<file path="src/rtl/piso_serial_tx.sv">
// Parallel-in serial-out transmitter: MSB-first, valid/ready input, done pulse.
// Define PISO_PARITY_EN to append an even-parity bit to every frame.
module piso_serial_tx #(
    parameter  int WIDTH = 8,
    localparam int CNT_W = $clog2(WIDTH + 1)
) (
    input  logic             clk,
    input  logic             rst_n,
    input  logic [WIDTH-1:0] din,
    input  logic             din_valid,
    output logic             din_ready,
    output logic             sout,
    output logic             sout_valid,
    output logic             busy,
    output logic             done
);

    localparam logic [1:0] IDLE  = 2'd0;
    localparam logic [1:0] SHIFT = 2'd1;
`ifdef PISO_PARITY_EN
    localparam logic [1:0] PAR   = 2'd2;
`endif

    logic [1:0]       state_q, state_d;
    logic [WIDTH-1:0] shreg_q, shreg_d;
    logic [CNT_W-1:0] cnt_q, cnt_d;
`ifdef PISO_PARITY_EN
    logic             par_q, par_d;
`endif

    logic last_bit;
    logic accept;

    assign last_bit = (state_q == SHIFT) && (cnt_q == '0);

`ifdef PISO_PARITY_EN
    assign done = (state_q == PAR);
`else
    assign done = last_bit;
`endif

    assign din_ready  = (state_q == IDLE) || done;
    assign accept     = din_valid && din_ready;
    assign busy       = (state_q != IDLE);
    assign sout_valid = (state_q != IDLE);

    // Outputs are pure decodes of flops so downstream samplers see no glitches.
    always_comb begin
        sout = 1'b0;
        if (state_q == SHIFT) begin
            sout = shreg_q[WIDTH-1];
        end
`ifdef PISO_PARITY_EN
        if (state_q == PAR) begin
            sout = par_q;
        end
`endif
    end

    always_comb begin
        state_d = state_q;
        shreg_d = shreg_q;
        cnt_d   = cnt_q;
`ifdef PISO_PARITY_EN
        par_d   = par_q;
`endif
        case (state_q)
            IDLE: begin
                if (accept) begin
                    state_d = SHIFT;
                    shreg_d = din;
                    cnt_d   = CNT_W'(WIDTH - 1);
`ifdef PISO_PARITY_EN
                    par_d   = ^din;
`endif
                end
            end
            SHIFT: begin
                shreg_d = {shreg_q[WIDTH-2:0], 1'b0};
                cnt_d   = cnt_q - CNT_W'(1);
                if (last_bit) begin
                    cnt_d = '0;
`ifdef PISO_PARITY_EN
                    state_d = PAR;
`else
                    if (accept) begin
                        state_d = SHIFT;
                        shreg_d = din;
                        cnt_d   = CNT_W'(WIDTH - 1);
                    end else begin
                        state_d = IDLE;
                    end
`endif
                end
            end
`ifdef PISO_PARITY_EN
            PAR: begin
                if (accept) begin
                    state_d = SHIFT;
                    shreg_d = din;
                    cnt_d   = CNT_W'(WIDTH - 1);
                    par_d   = ^din;
                end else begin
                    state_d = IDLE;
                end
            end
`endif
            default: begin
                state_d = IDLE;
                shreg_d = '0;
                cnt_d   = '0;
            end
        endcase
    end

    always_ff @(posedge clk or negedge rst_n) begin
        if (!rst_n) begin
            state_q <= IDLE;
            shreg_q <= '0;
            cnt_q   <= '0;
`ifdef PISO_PARITY_EN
            par_q   <= 1'b0;
`endif
        end else begin
            state_q <= state_d;
            shreg_q <= shreg_d;
            cnt_q   <= cnt_d;
`ifdef PISO_PARITY_EN
            par_q   <= par_d;
`endif
        end
    end

endmodule

</file>
<file path="config.mk">
export PLATFORM = sky130hd
export DESIGN_NAME = piso_serial_tx
export DESIGN_NICKNAME = d
export VERILOG_FILES = /design/src/rtl/piso_serial_tx.sv
export SDC_FILE = /design/constraint.sdc
export NUM_CORES = 1
export LEC_CHECK = 0
export BUFFER_PORTS_ARGS = -buffer_cell sky130_fd_sc_hd__buf_2
export CAP_MARGIN = 0
export CELL_PAD_IN_SITES_DETAIL_PLACEMENT = 1
export CELL_PAD_IN_SITES_GLOBAL_PLACEMENT = 1
export CORE_MARGIN = 2
export CORE_UTILIZATION = 36
export DETAILED_ROUTE_END_ITERATION = 8
export HOLD_SLACK_MARGIN = 0.06
export PLACE_DENSITY_LB_ADDON = 0.1
export SLEW_MARGIN = 20
export SYNTH_ARGS = -nofsm -noshare
export SYNTH_HDL_FRONTEND = slang
export SYNTH_SLANG_ARGS = --single-unit
</file>
<file path="constraint.sdc">
create_clock -name clk -period 1.4 [get_ports clk]
set_input_delay 0.07 -clock clk [delete_from_list [all_inputs] [get_ports clk]]
set_output_delay 0.07 -clock clk [all_outputs]
set_load 0.05 [all_outputs]
</file>
Yosys cells after proc, flatten, opt, wreduce, memory -nomap -nowiden
Cells that the tools add are included.

word-level totals
  register bits after elaboration = 14
  bits in latches = 0
  bits in writable memories = 0
  ROM bits = 0
  input bits = 11
  output and inout bits = 5
  memories = 0

cells by class
  $add $sub $neg = 1
  multiply operators = 0
  div/mod/pow operators = 0
  $lt $le $gt $ge = 0
  equality and inequality tests = 3
  shifts and indexed selects = 0
  mux-type cells = 13
  bitwise logic cells = 0
  reduce and logical (&&, ||, !) cells = 7

operator list
  operator             number
  $mux 8               3
  $pmux 8 s2           1
  $mux 4               2
  $pmux 4 s2           1
  $logic_not 4->1      1
  $mux 2               2
  $ne 2x2->1 const B   2
  $pmux 2 s2           1
  $sub 4x1->4 const B  1
  $mux 3               1
  $eq 2x1->1 const B   1
  $logic_and 1x1->1    2
  $logic_not 2->1      1
  $mux 1               2
  $reduce_and 2->1     1
  $reduce_bool 2->1    1
  $logic_or 1x1->1     1

Depth between registers and ports, before layout
Gate-level depths: netlist (run 1).

  depth in word-level cells = 7
  gate-level depth with buffers = 6

Worst setup path after synthesis (run 1)
OpenSTA, ideal clock, no wires.

  kind = register to register
  from = register state_q[0]
  to = register shreg_q[0]
  library setup time = 122 ps
  data arrival time = 1423 ps
  data required time = 1278 ps
  slack = -145 ps
  stages on the path, launching flop included = 5
  clock period less this slack = 1545 ps
  cell sequence = dfrtp_1 -> inv_2 -> nor2_4 -> inv_4 -> a32o_1

between the ends
  longest elaborated chain between the ends = 7
  elaborated cells on any way between the ends = 9
  those cells by class = eq/ne (2); mux (3); reduce/logical (4)

ends and longest elaborated chain
  element                   line  RTL
  start: declaration        24    logic [1:0] state_q, state_d;
  start signal: assignment  125   state_q <= state_d;
  $eq 2x1->1                34    assign last_bit = (state_q == SHIFT) && (cnt_q == '0);
  $logic_and 1x1->1         34
  $logic_or 1x1->1 *        42    assign din_ready = (state_q == IDLE) || done;
  via din_ready             11    output logic din_ready,
  $logic_and 1x1->1 *       43    assign accept = din_valid && din_ready;
  $mux 8                    86    if (accept) begin
  $mux 8                    81    if (last_bit) begin
  $pmux 8 s2                67    case (state_q)
  end signal: assignment    126   shreg_q <= shreg_d;
  end: declaration          25    logic [WIDTH-1:0] shreg_q, shreg_d;

Mark *: on every way through the listed nets, which the timed path passes. The rest lies on a longest branch.
A chain may end at the register's enable or synchronous reset.

Final worst setup path (run 1)
  from = register cnt_q[1]
  to = output din_ready

between the ends
  longest elaborated chain between the ends = 3

ends and longest elaborated chain
  element                   line  RTL
  start: declaration        26    logic [CNT_W-1:0] cnt_q, cnt_d;
  start signal: assignment  127   cnt_q <= cnt_d;
  $logic_not 4->1           34
  $logic_and 1x1->1         34
  $logic_or 1x1->1          42
  end: declaration          11

No other way between the ends.

==> results.md, run 1 <==
Final layout:
- The layout-stage area growth over the synthesis result is 37.8%.
- With fillers left out, the area of the finished cells amounts to 998 um^2.
- The number of antenna diodes is 0.
- At the end of the flow the core is filled with cells to 52.0%.
- The fill cell total of the finished layout is roughly 230.
- The fraction of final layout cells sized beyond drive strength 1 is 41.1%.
- The final cell count without fillers is approximately 120.
- The number of nets in the final layout is 108.

Placement:
- Port buffering added 15 buffers.
- The detailed placement HPWL is 1270 um.
- The worst setup timing slack at the placement stage is -0.0694 ns.
- Including well taps, the total number of placed cells is around 110.
- Once placement finished, the instance area stood at between 800 and 900 um^2.
- The routability-driven placement congestion ratio is around 0.74.

Critical path:
- The worst register-to-register path has a setup slack of -0.03 ns.
- The worst setup path is captured at a primary output.
- The start of the worst register-to-register path is cnt_q[0]$_DFFE_PN0P_.
- The largest fanout of any net on the critical path is 3.
- The arrival time at the worst endpoint is 1.38 ns.
- The endpoint identified for the worst register-to-register timing path is shreg_q[6]$_DFFE_PN0P_.
- The worst endpoint required time is 1.33 ns.
- The kind of critical path is flip-flop to primary output.
- The number of cells on the worst reg-to-reg path is 7.
- The critical path ends at din_ready.
- The category of the worst setup path launch point is a flip-flop.
- The first element of the critical path is cnt_q[1]$_DFFE_PN0P_.

Global routing:
- The aggregate global-route resource usage is 17.9%.
- Entering global routing, the biggest net connects 15 pins.
- The initial antenna violation count is 0.
- The first global-routing pass estimated 3300 um of wire.
- The via count of the first global-routing pass is ~680.
- The leftover overflow at the end of global routing is 0.

Timing:
- After layout, the minimum clock period comes to 1.45 ns.
- The total count of max-transition violations in the final report is 0.
- Of the available clock period, the critical path in the final layout requires 104%.
- Summed over all failing endpoints, the final setup total negative slack is -0.240 ns.
- The final count of hold timing violations is 0.
- The final number of setup-violating endpoints is 9.
- For the pin with the worst max-slew slack, the measured transition is 0.302 ns.
- Setup slack on the critical path of the routed design comes to -0.0513 ns.
- Static timing analysis puts the maximum clock frequency at between 600 and 700 MHz.
- Headroom to the max-slew limit came out at approximately four fifths.
- Setup repair after global routing could not meet its margin everywhere.
- Across the routed clock network, the largest skew measured is around 0.0048 ns.

Synthesis:
- The cell area after technology mapping is 724 um^2.
- The most frequently used flop master after synthesis is dfrtp_1.
- Yosys attributes the largest share of cell area to dfrtp_1 (45%), o221a_1 (11%), a211o_1 (8.5%).
- The post-synthesis share of cell area spent on full adders, half adders and majority gates is 1.73%.
- Summing the areas of all compound-gate instances in the mapped netlist gives 28.7% of the synthesized area.
- The number of synthesized register bits is 13.
- The synthesized design contains 0 enable-type register cells.
- The commonest cells after synthesis are dfrtp_1 (13), and2_1 (8), a211o_1 (7), o221a_1 (7).
- After synthesis, the netlist uses 26 different library cells.
- The fraction of synthesized cell area taken by the top area cell type is 44.9%.
- The share of synthesized cell area in and, or, nand and nor gates is 17.4%.
- After synthesis, the mean cell area works out to 11.0 um^2.
- The share of synthesized area occupied by flip-flops and latches is roughly 45%.
- The number of nets handed over by synthesis was 78.
- After technology mapping, the gate count stands at 66.
- Of the total synthesized cell area, the portion taken by XOR and XNOR cells is 0%.
- Measured against the total synthesized area, the mux share comes to approximately 1.4%.
- In the synthesized netlist the async set-or-reset flop fraction comes to 100%.
- The largest family of logic cells by synthesized area is compound AO/OA/AOI/OAI gates.
- The dominant cell by count in the synthesized netlist is dfrtp_1.
- The count of yosys warnings during synthesis is 0.
- Of all cell types, the one taking the most synthesized area is dfrtp_1.

Clocking:
- The insertion delay of the later-clocked pin in the worst-skew pair is 0.27 ns.
- After clock tree synthesis, the clock-pin slew on the worst setup and hold paths is 0.09 ns.
- Buffers inserted during clock tree synthesis total 3.
- The cell at the root of the clock tree is clkbuf_4.
- CTS built an H-tree with a depth of 1.
- The number of buffers on the longest clock path is 2.
- Clock tree synthesis found a total of 13 sinks.
- TritonCTS built the clock tree.

Power:
- The clock group share of total power is 10.9%.
- Per report_power, the sequential group accounts for 30.9% of the total.
- IR analysis of the VDD net gives a maximum drop of roughly 1.0 mV.
- In this run the power density over the cells is about 2200 mW/mm^2.
- Cell internal power was estimated by the tool at 1.26 mW.
- The analysis attributes to cell leakage a power of 0.484 nW.
- The combinational cell fraction of total power is 58.3%.
- In this run switching power makes up 42.0% of total power.
- The net switching power of the design is roughly 0.91 mW.

Detailed routing:
- In this run, the number of DRC markers left after iteration 0 of detailed routing was 5.
- In the final routed layout, each cell accounts on average for 15.2 um.
- After detailed routing, the number of vias per cell comes to 5.16.
- After detailed routing, the number of remaining DRC violations is 0.
- The remaining antenna violation count after routing is 0.
- The routed wire length is 1850 um.
- The number of search-and-repair iterations in the first detailed-routing pass is 3.
- The final route contains 630 vias.

Run:
- The total of max-cap violations is 0.

Status:
- The checks that failed: negative setup slack.
- The flow ran to the end, but the final reports show violations.

Floorplanning:
- The die height is 48.9 um.
- In this run the horizontal extent of the chip is 48.9 um.
- For this configuration, the core starts out at a cell density of 37.7%.
- The area of the die is 0.00239 mm^2.
- The I/O pin total is 16.
- The number of cell rows is 16.
- The region available for standard cell placement spans about 0.0019 mm^2.

Hold path:
- The worst hold-check path type is primary input to flip-flop.
- The worst hold path begins at din[1].
## metrics by stage
step           hold slack, ns  power (mW)
3_3_place_gp          -0.0211        1.69
2_1_floorplan          -0.226        1.40
5_1_grt                0.0611        2.34
6_report               0.0692        2.17
3_5_place_dp          -0.0199        1.71
4_1_cts                0.0635        2.15
## how the worst min path moves through the flow
stage                                         to  slack (ns)  cells past startpoint
after floorplan             cnt_q[0]$_DFFE_PN0P_       -0.23                      0
after global placement    shreg_q[6]$_DFFE_PN0P_       -0.02                      1
after detailed placement  shreg_q[6]$_DFFE_PN0P_       -0.02                      1
after CTS                 shreg_q[4]$_DFFE_PN0P_        0.06                      2
after global routing      shreg_q[4]$_DFFE_PN0P_        0.06                      2
final                     shreg_q[1]$_DFFE_PN0P_        0.07                      2
## repair_timing
item	in CTS	in global routing
resized for setup	8	5
buffers inserted	5	0
endpoints found under the setup margin	9	12
gates cloned	0	0
pin swaps	9	3
hold buffers	3	0
hold endpoints to repair	15	0
## power groups by stage
stage | Combinational (mW) | Sequential, mW | Clock [mW]
after floorplan | 0.728 | 0.670 | 0
after global placement | 1.02 | 0.667 | 0
after detailed placement | 1.04 | 0.674 | 0
after CTS | 1.23 | 0.671 | 0.245
after global routing | 1.38 | 0.691 | 0.270
final | 1.27 | 0.670 | 0.236
## kinds of logic (layout without fill, tap and decap cells)
logic type	Yosys count	after routing
mux	1	1
flops	13	13
compound gates	24	24
fa+ha+maj	1	1
buf+inv	9	38
simple gates	18	18
## registers in the layout, summed over array words and instances, names as in the netlist
name	count
state_q	1
cnt_q	4
shreg_q	8
## cell type report
class | instances | area [um^2] | area share [%]
clock buffers | 4 | 26.3 | 2.63
inverters | 6 | 27.5 | 2.76
multi-input cells | 44 | 384 | 38.5
flip-flops and latches | 13 | 327 | 32.7
well taps | 27 | 33.8 | 3.38
repair buffers | 28 | 200 | 20.1
## layout by cell type (no fill, tap or decap), types with 2 or more instances in the layout
cell type,n
or2_0,2
and2_1,8
a211o_1,7
clkbuf_4,3
nor2_1,2
o221a_1,7
buf_4,9
a21oi_1,2
buf_6,2
inv_1,2
a21oi_2,2
dfrtp_1,12
dlygate4sd3_1,3
buf_2,13
inv_2,3
## per-layer routing
layer  global-route usage (%)  share of wire [%]  wire length [um]  up-vias
met5                        0                  0                 0        -
met4                     5.71               0.76                14        0
met3                     2.76                2.3                42        2
met2                     30.4                 51               949        9
met1                     23.5                 46               847      313
li1                         -                  -                 -      306
## critical path, cell delays in order (launching register included)
cell and delay (ns):
dfrtp_1 0.39, inv_2 0.07, ha_4 0.14, nor3b_4 0.24
nor2_4 0.07, clkinv_4 0.07, buf_8 0.14
No activity file was read; power rests on OpenSTA's default activity.
==> run 2, diff against run 1 <==
--- a/config.mk
+++ b/config.mk
@@ -10,10 +10,10 @@
 export CELL_PAD_IN_SITES_DETAIL_PLACEMENT = 1
 export CELL_PAD_IN_SITES_GLOBAL_PLACEMENT = 1
 export CORE_MARGIN = 2
-export CORE_UTILIZATION = 36
+export CORE_UTILIZATION = 39
 export DETAILED_ROUTE_END_ITERATION = 8
 export HOLD_SLACK_MARGIN = 0.06
-export PLACE_DENSITY_LB_ADDON = 0.1
+export PLACE_DENSITY = 0.79
 export SLEW_MARGIN = 20
 export SYNTH_ARGS = -nofsm -noshare
 export SYNTH_HDL_FRONTEND = slang
==> constraint.sdc (replaced) <==
create_clock -name clk -period 1.6 [get_ports clk]
set_input_delay 0.08 -clock clk [delete_from_list [all_inputs] [get_ports clk]]
set_output_delay 0.08 -clock clk [all_outputs]
set_load 0.05 [all_outputs]
==> results.md, run 2 (synthesis gave the netlist of run 1 again) <==
Power:
- Sequential cells burn 33.5% of the power.
- The internal portion of total power is 1.01 mW.
- Of the total power, combinational logic draws 55.0%.
- The clock network is responsible for 11.5% of the overall power.
- For this design the ratio of total power to cell area is 1900 mW/mm^2.
- The total leakage power is 0.456 nW.
- VDD sags by at most 1.04 mV.
- Net switching is 42.6% of the power.
- In this run the power spent charging and discharging nets is between 0.7 and 0.8 mW.

Clocking:
- The insertion delay of the later-clocked pin in the worst-skew pair is 0.27 ns.
- Buffers inserted during clock tree synthesis total 3.
- The TritonCTS clock tree is yes.
- The maximum level of the CTS H-tree is 1.
- The clock-pin transition on the worst setup and hold timing paths is 0.08 ns.
- For this design, the sink count on the clock tree is 13.
- CTS placed an instance of clkbuf_4 at the clock tree root.
- The clock passes through at most 2 buffers.

Critical path:
- At the worst endpoint, the arrival time is 1.45 ns.
- The kind of critical path is flip-flop to primary output.
- The critical path endpoint category is a primary output.
- The largest fanout of any net on the critical path is 5.
- For the worst setup path, the data required time is 1.52 ns.
- The worst setup path is launched from a flip-flop.

Global routing:
- met2 is the most crowded layer.
- The first global-routing pass estimated 2780 um of wire.
- The leftover overflow at the end of global routing is 0.
- The routing usage on met1 is 25.1%.
- The met2 usage in global routing is 29.9%.
- The via count of the first global-routing pass is 600.
- The pin count of the biggest net entering global routing is 15.
- The initial antenna violation count is 0.
- Global routing used 18.4% of the available tracks across all layers.
- Global routing consumed, on the met3 layer, 3.85% of the routing resources.

Placement:
- After detailed placement, the design holds a cell count of 105.
- Once detailed placement completed, the half-perimeter wirelength came to 1240 um.
- The total of buffers placed on input and output ports is 15.
- The routability-driven placement congestion ratio is 0.726.

Floorplanning:
- In this run the vertical extent of the chip is 47.1 um.
- 16 I/O pins were placed.
- The die span in x is 47.1 um.
- The area of the die is 0.00222 mm^2.
- For this configuration, the core starts out at a cell density of between 40% and 50%.
- The initialized floorplan defines 15 standard-cell rows.
- The core outline area is 0.00175 mm^2.

Timing:
- The minimum clock period is 1.53 ns.
- The final worst-path cycle share is 95.7%.
- Clock skew on the completed layout was measured at 0.00576 ns.
- The worst slew slack as a fraction of its limit is between 70% and 80%.
- The final count of hold timing violations came to 0.
- The final number of setup-violating endpoints is 0.
- The total count of max-transition violations in the final report is 0.
- Static timing analysis puts the maximum clock frequency at 653 MHz.
- For the pin with the worst max-slew slack, the measured transition is 0.308 ns.

Final layout:
- The largest registers in the layout are shreg_q (8), cnt_q (4), state_q (1).
- Once layout is complete, the utilization of the core stands at 53.0%.
- shreg_q holds more flip-flops than any other register.
- The net count of the finished layout is 102.
- In the layout the commonest cells are buf_2 (14), dfrtp_1 (12), and2_1 (8), a211o_1 (7), o221a_1 (7).
- The repair_antennas step left the layout with diodes totalling 0.
- The layout-stage area growth over the synthesis result is 27.8%.
- Leaving out fill and tap cells, the most frequent cell in the layout is buf_2.
- The filler cells instantiated in the layout total roughly 210.
- In the final layout, the share of cells above drive strength 1 is 36.0%.
- For this run, the number of standard cells in the final layout without fillers is 114.
- The number of flip-flops under the largest register name is 8.

Detailed routing:
- Before antenna repair, the detailed router went through 3 iterations.
- The average routed wire per standard cell is ~15 um.
- For this block, the initial DRC count from the detailed router was 3.
- The routed wire length is 1720 um.
- The detailed-route vias per instance is 5.31.
- For this block, the via count after detailed routing is 605.
- The post-detailed-route DRC marker count is 0.
- The count of nets left with antenna violations once routing finished came out at 0.

Run:
- The total of max-cap violations is 0.

Status:
- The flow ran to the end, and the final reports show no timing, DRC or antenna violations.

Hold path:
- The worst hold-check path type is primary input to flip-flop.
-- run 2: path summary, 6_finish.rpt --
| kind | from | cells after the start | endpoint | slack, ns |
|---|---|---|---|---|
| setup / recovery | cnt_q[0]$_DFFE_PN0P_ | 6 | din_ready | 0.07 |
| hold / removal | din[0] | 2 | shreg_q[0]$_DFFE_PN0P_ | 0.07 |
| setup reg to reg | cnt_q[0]$_DFFE_PN0P_ | 7 | shreg_q[0]$_DFFE_PN0P_ | 0.07 |
| hold reg to reg | cnt_q[0]$_DFFE_PN0P_ | 1 | cnt_q[0]$_DFFE_PN0P_ | 0.51 |
| max in group asynchronous | rst_n | 2 | state_q[0]$_DFFE_PN0P_ | 1.13 |
| min in group asynchronous | rst_n | 2 | cnt_q[2]$_DFFE_PN0P_ | 0.22 |
-- run 2: critical path, cell delays in order (launching register included) --
cell     delay [ns]
dfrtp_1        0.41
inv_2          0.09
ha_4           0.16
nor3b_4        0.24
nor2_4         0.07
inv_4          0.07
buf_8          0.14
-- run 2: cell type report --
type	instances	area, um^2	area share, %
clock buffer	4	26.3	2.84
inverter	6	25.0	2.70
multi-input combinational	44	377	40.7
sequential	13	327	35.3
tap	25	31.3	3.38
timing repair buffer	22	140	15.1
-- run 2: metal layers --
layer	vias up	share of wire (%)
li1	292	-
met1	302	47
met2	9	50
met3	2	2.3
met4	0	0.52
met5	-	0
-- run 2: power by group through the flow --
| stage | combinational [mW] | sequential, mW | clock (mW) |
|---|---|---|---|
| after floorplan | 0.624 | 0.585 | 0 |
| after global placement | 0.783 | 0.590 | 0 |
| after detailed placement | 0.809 | 0.599 | 0 |
| after CTS | 0.923 | 0.592 | 0.209 |
| after global routing | 1.06 | 0.603 | 0.219 |
| final | 0.967 | 0.589 | 0.203 |
-- run 2: timing repair --
item | CTS | global route
hold buffers | 1 | 0
endpoints found under the setup margin | 2 | 10
buffers inserted | 2 | 2
hold endpoints to repair | 13 | 0
gates resized for setup | 6 | 2
pin swaps | 0 | 0
-- run 2: through the flow --
stage / power [mW] / setup WS, ns / setup TNS, ns / hold WS [ns] / cell area, um^2
2_1_floorplan: 1.21 / 0.0554 / 0 / -0.216 / 724
3_3_place_gp: 1.37 / 0.116 / 0 / -0.0134 / 828
3_5_place_dp: 1.41 / 0.0513 / 0 / -0.00944 / 828
4_1_cts: 1.72 / 0.0297 / 0 / 0.0718 / 910
5_1_grt: 1.89 / -0.00458 / -0.00458 / 0.0699 / 926
6_report: 1.76 / 0.0693 / 0 / 0.0726 / 926
